===== config.mk =====
export PLATFORM = sky130hd
export DESIGN_NAME = execute_writeback_stage
export DESIGN_NICKNAME = d
export VERILOG_FILES = /design/src/rtl/execute_writeback_stage.sv
export SDC_FILE = /design/constraint.sdc
export NUM_CORES = 1
export LEC_CHECK = 0
export BUFFER_PORTS_ARGS = -buffer_cell sky130_fd_sc_hd__buf_2
export CORE_MARGIN = 2
export CORE_UTILIZATION = 40
export DETAILED_ROUTE_END_ITERATION = 10
export GPL_ROUTABILITY_DRIVEN = 0
export GPL_TIMING_DRIVEN = 0
export PLACE_DENSITY = 0.52
export SYNTH_ARGS = -nofsm -noshare
export SYNTH_HDL_FRONTEND = slang
export SYNTH_SLANG_ARGS = --single-unit
export TNS_END_PERCENT = 100

===== constraint.sdc =====
create_clock -name clk -period 9.4 [get_ports clk]
set_input_delay 0.47 -clock clk [delete_from_list [all_inputs] [get_ports clk]]
set_output_delay 0.47 -clock clk [all_outputs]
set_load 0.005 [all_outputs]

===== src/rtl/execute_writeback_stage.sv =====
// Execute/writeback stage: aligned fields, integer ALU, register file
// with single-cycle writeback delay and result forwarding.
module execute_writeback_stage #(
  parameter int WIDTH  = 15,
  parameter int DATA_W = 8,
  parameter int ADDR_W = 5
) (
  input  logic              clk,
  input  logic              rst_n,
  input  logic [6:0]        opcode,
  input  logic [2:0]        func3,
  input  logic [6:0]        func7,
  input  logic [4:0]        r_reg1,
  input  logic [4:0]        r_reg2,
  input  logic [4:0]        wr_reg,
  input  logic [WIDTH-1:0]  immediate_data,
  output logic [DATA_W-1:0] result_out,
  output logic [4:0]        result_reg,
  output logic              result_valid,
  input  logic [ADDR_W-1:0] dbg_addr,
  output logic [DATA_W-1:0] dbg_data
);

  localparam int SH_W  = $clog2(DATA_W);
  localparam int DEPTH = 1 << ADDR_W;
  localparam logic [6:0] OP_R = 7'b0110011;
  localparam logic [6:0] OP_I = 7'b0010011;

  logic [6:0]        a_opcode;
  logic [2:0]        a_func3;
  logic [6:0]        a_func7;
  logic [ADDR_W-1:0] a_rs1;
  logic [ADDR_W-1:0] a_rs2;
  logic [4:0]        a_rd;

  logic [DATA_W-1:0] rf [DEPTH];
  logic [DATA_W-1:0] imm;
  logic [DATA_W-1:0] op_a;
  logic [DATA_W-1:0] op_b;
  logic [DATA_W-1:0] alu;
  logic [SH_W-1:0]   shamt;
  logic [ADDR_W-1:0] wa;
  logic              is_r;
  logic              is_i;
  logic              alt;
  logic              fwd;
  logic              unused_f7;

  if (WIDTH >= DATA_W) begin : g_trunc
    logic unused_imm;
    assign unused_imm = ^immediate_data;
    assign imm = immediate_data[DATA_W-1:0];
  end else begin : g_sext
    assign imm = {{(DATA_W-WIDTH){immediate_data[WIDTH-1]}},
                  immediate_data};
  end

  assign unused_f7 = ^{a_func7[6], a_func7[4:0]};
  assign is_r  = (a_opcode == OP_R);
  assign is_i  = (a_opcode == OP_I);
  assign wa    = ADDR_W'(result_reg);
  assign fwd   = result_valid && (wa != '0);

  // func7[5] flips ADD/SUB only for R-type; SRL/SRA for both.
  assign alt = a_func7[5] &&
               ((a_func3 == 3'b101) || (is_r && a_func3 == 3'b000));

  always_comb begin
    op_a = '0;
    op_b = '0;
    if (a_rs1 != '0)
      op_a = (fwd && a_rs1 == wa) ? result_out : rf[a_rs1];
    if (a_rs2 != '0)
      op_b = (fwd && a_rs2 == wa) ? result_out : rf[a_rs2];
    if (is_i)
      op_b = imm;
  end

  assign shamt = op_b[SH_W-1:0];

  always_comb begin
    alu = '0;
    case (a_func3)
      3'b000: alu = alt ? op_a - op_b : op_a + op_b;
      3'b001: alu = op_a << shamt;
      3'b010: alu = DATA_W'($signed(op_a) < $signed(op_b));
      3'b011: alu = DATA_W'(op_a < op_b);
      3'b100: alu = op_a ^ op_b;
      3'b101: alu = alt ? DATA_W'($signed(op_a) >>> shamt)
                        : op_a >> shamt;
      3'b110: alu = op_a | op_b;
      3'b111: alu = op_a & op_b;
      default: alu = '0;
    endcase
  end

  always_ff @(posedge clk or negedge rst_n) begin
    if (!rst_n) begin
      a_opcode     <= '0;
      a_func3      <= '0;
      a_func7      <= '0;
      a_rs1        <= '0;
      a_rs2        <= '0;
      a_rd         <= '0;
      result_out   <= '0;
      result_reg   <= '0;
      result_valid <= 1'b0;
    end else begin
      a_opcode <= opcode;
      a_func3  <= func3;
      a_func7  <= func7;
      a_rs1    <= ADDR_W'(r_reg1);
      a_rs2    <= ADDR_W'(r_reg2);
      a_rd     <= wr_reg;
      unique case (1'b1)
        is_r, is_i: begin
          result_out   <= alu;
          result_reg   <= a_rd;
          result_valid <= 1'b1;
        end
        default: result_valid <= 1'b0;
      endcase
    end
  end

  always_ff @(posedge clk or negedge rst_n) begin
    if (!rst_n) begin
      for (int i = 0; i < DEPTH; i++)
        rf[i] <= '0;
    end else if (fwd) begin
      rf[wa] <= result_out;
    end
  end

  assign dbg_data = (dbg_addr == '0) ? '0 : rf[dbg_addr];

endmodule


==> metrics.txt <==
detailed-route DRC error count 0; I/O Pins 76; Top reg by flops rf; CP max FO 10; # Max-Cap Violations 0; period utilization 73.0%; RSZ-0062 raised after global routing false; Clock Latency Late Sink 0.57 ns; Area Overhead vs Synth 12.7%; fin crit period 6.87 ns; std cell rows 80; Max Fclk 146 MHz; PortBufs 57; NumNets Final 1689; pwr/cell area 162 mW/mm²; Initial Utilization 40.3%; number of hold violations in the final report 0; Worst-path clk slew 0.07 ns; fin. max-slew vios 0; largest registers rf (256), result_out (8), a_opcode (7); DIE WIDTH 223 µm; library cells used by synthesis 78; postcts setup bufs 0; Routed WL 71900 µm; Max-slew headroom 14.6%; synthesized area 0.0192 mm²; CP Class flip-flop to flip-flop; DIE AREA 0.0497 mm²; leakage power 9.58 nW; post-synthesis sequential area ratio 38.6%; YS warnings 0; CP arrival 7.34 ns; Detail Placement HPWL 53700 µm; Worst Setup End Kind flip-flop; Tot GR Track Use 29.2%; Pre-Repair DR Iteration Count 5; post-synth net total 1589; CTS tree yes; Max Buffers Root-to-Sink 3; initial antenna violation count 4; Synth Area per Inst 12.7 µm²; Hold Path Class input port to flip-flop; worst-margin pin slew 1.28 ns; crit path max-delay cell type o21ai_0; Final setup viols 0; Routed wire per std cell 31.9 µm; worst-path cell chain buf_2, buf_1, buf_2, buf_2, buf_1, mux4_2, o22ai_1, nor3_1, o21ai_0, nand2_1, a22o_1, ha_1, nor2b_1, o21ai_0, a32oi_1, nor2b_1, nor2_1, nor2_1, o311ai_0, xor2_1, a221oi_2; CTS Hold Bufs 3; final setup TNS 0 ns; core area 0.0475 mm²; ratio of cells with drive above 1 in the final layout 37.2%; total grt overflow 0; pin count of the biggest net entering global routing 110; most frequent cells in the layout 296 x dfrtp_1, 256 x mux2_2, 174 x mux4_2; Post-synth EDFFs 0; crit path launch type flip-flop; first-pass GRT wire length 104000 µm; clk_skew 0.0278 ns; Sink Count 296; commonest non-fill, non-tap cell in the layout dfrtp_1; CP dominant cell by count buf_2; clock root buffer clkbuf_16; WP data required 9.87 ns; ys async rst share 100%; Cells after Synth 1510; Yosys reg bits 296; maximum VDD drop 0.0878 mV; DR vias 14786; die height 223 µm; DRT iter0 DRCs 2083; number of global-route vias before repair 14417; Synth Flop Type dfrtp_1; Hold WS 0.0178 ns; H-tree levels 2; Detail Route Antenna Nets 0; Resize count post-CTS 0; R2R Setup Slk 2.53 ns; Via density 6.57; crit-path max cell delay 0.69 ns; max FFs per register 256; status completed; total CTS buffers 36
where the power goes:
group	total [mW]	internal, mW	switching [mW]
Clock	1.53	0.945	0.581
Sequential	1.39	1.31	0.0797
Combinational	0.585	0.186	0.399
synth_stat cells (8+ instances only):
cell      number  share of area, %
a21oi_1       37              0.97
xor2_1         8              0.37
mux4_2       174                20
a22oi_1       19              0.74
ha_1          23               1.5
clkbuf_1      76               1.5
o21ai_0       34              0.89
mux2i_1       91               4.8
inv_1         19              0.37
nand2_1       88               1.7
nand2b_1      14              0.46
o221ai_1      14              0.64
buf_1         14              0.27
xnor2_1        8              0.37
a31oi_1       12              0.39
dfrtp_1      296                39
o211ai_1       9              0.35
nor3_1        16              0.42
mux2_2       256                15
buf_2         31              0.81
nor2b_1       15              0.49
o22ai_1       12              0.39
and2_1         8              0.26
nor2_1        76               1.5
a22o_1         8              0.37
nand3_1       21              0.55
through the flow:
stage	worst slack [ns]	instance area, µm²	total power, mW	util (%)	cells
3_5_place_dp	2.77	20300	1.98	42.7	2184
5_1_grt	2.44	21600	3.60	45.5	2251
4_1_cts	2.75	21600	3.51	45.5	2250
2_1_floorplan	5.12	19200	1.70	-	1510
3_3_place_gp	2.13	20200	1.97	42.5	2182
6_report	2.53	21600	3.50	45.5	2252
critical path, delay by kind of cell, from the launching register on:
family          cells  cell delay, ns
simple gates        6            0.76
xor+xnor            1            0.20
compound gates      7            2.25
fa+ha+maj           1            0.41
buf+inv             5            2.35
flops               1            0.32
mux                 1            0.46
per-layer routing:
metal	global-route usage (%)	vias to the layer above	routed length, µm
met2	41.7	836	30600
met4	12.3	2	3160
li1	-	6036	-
met5	0	-	11
met3	6.99	153	7060
met1	42.4	7759	31000
cells by family (layout without fill, tap and decap cells):
logic type | count (synthesis) | in the layout | synth area share (%)
xor gates and xnor gates | 16 | 16 | 0.731
other | 0 | 2 | 0
buffers and inverters | 155 | 280 | 3.61
adders and majority gates | 25 | 25 | 1.71
and+or+nand+nor | 286 | 286 | 7.24
DFF | 296 | 296 | 38.6
muxes | 522 | 522 | 40.3
AOI/OAI and AO/OA | 210 | 210 | 7.78
final timing paths:
check	to	cells after the start	start
setup reg to reg	result_out[7]$_DFFE_PN0P_	21	a_rs2[1]$_DFF_PN0_
max in group asynchronous	result_out[3]$_DFFE_PN0P_	4	rst_n
hold reg to reg	result_reg[2]$_DFFE_PN0P_	2	a_rd[2]$_DFF_PN0_
hold / removal	a_rd[1]$_DFF_PN0_	1	wr_reg[1]
min in group asynchronous	rf[75]$_DFFE_PN0P_	2	rst_n
setup / recovery	result_out[7]$_DFFE_PN0P_	21	a_rs2[1]$_DFF_PN0_
layout make-up:
class                           count  area (µm²)
Antenna cell                        2        5.00
Sequential cell                   296        7410
Fill cell                        4358       25900
Buffer                            134         613
Timing Repair Buffer               62         380
Clock inverter                     10         189
Inverter                           21        78.8
Tap cell                          615         769
Clock buffer                       53        1100
Multi-Input combinational cell   1059       11100
(Power assumes the default switching activity.)
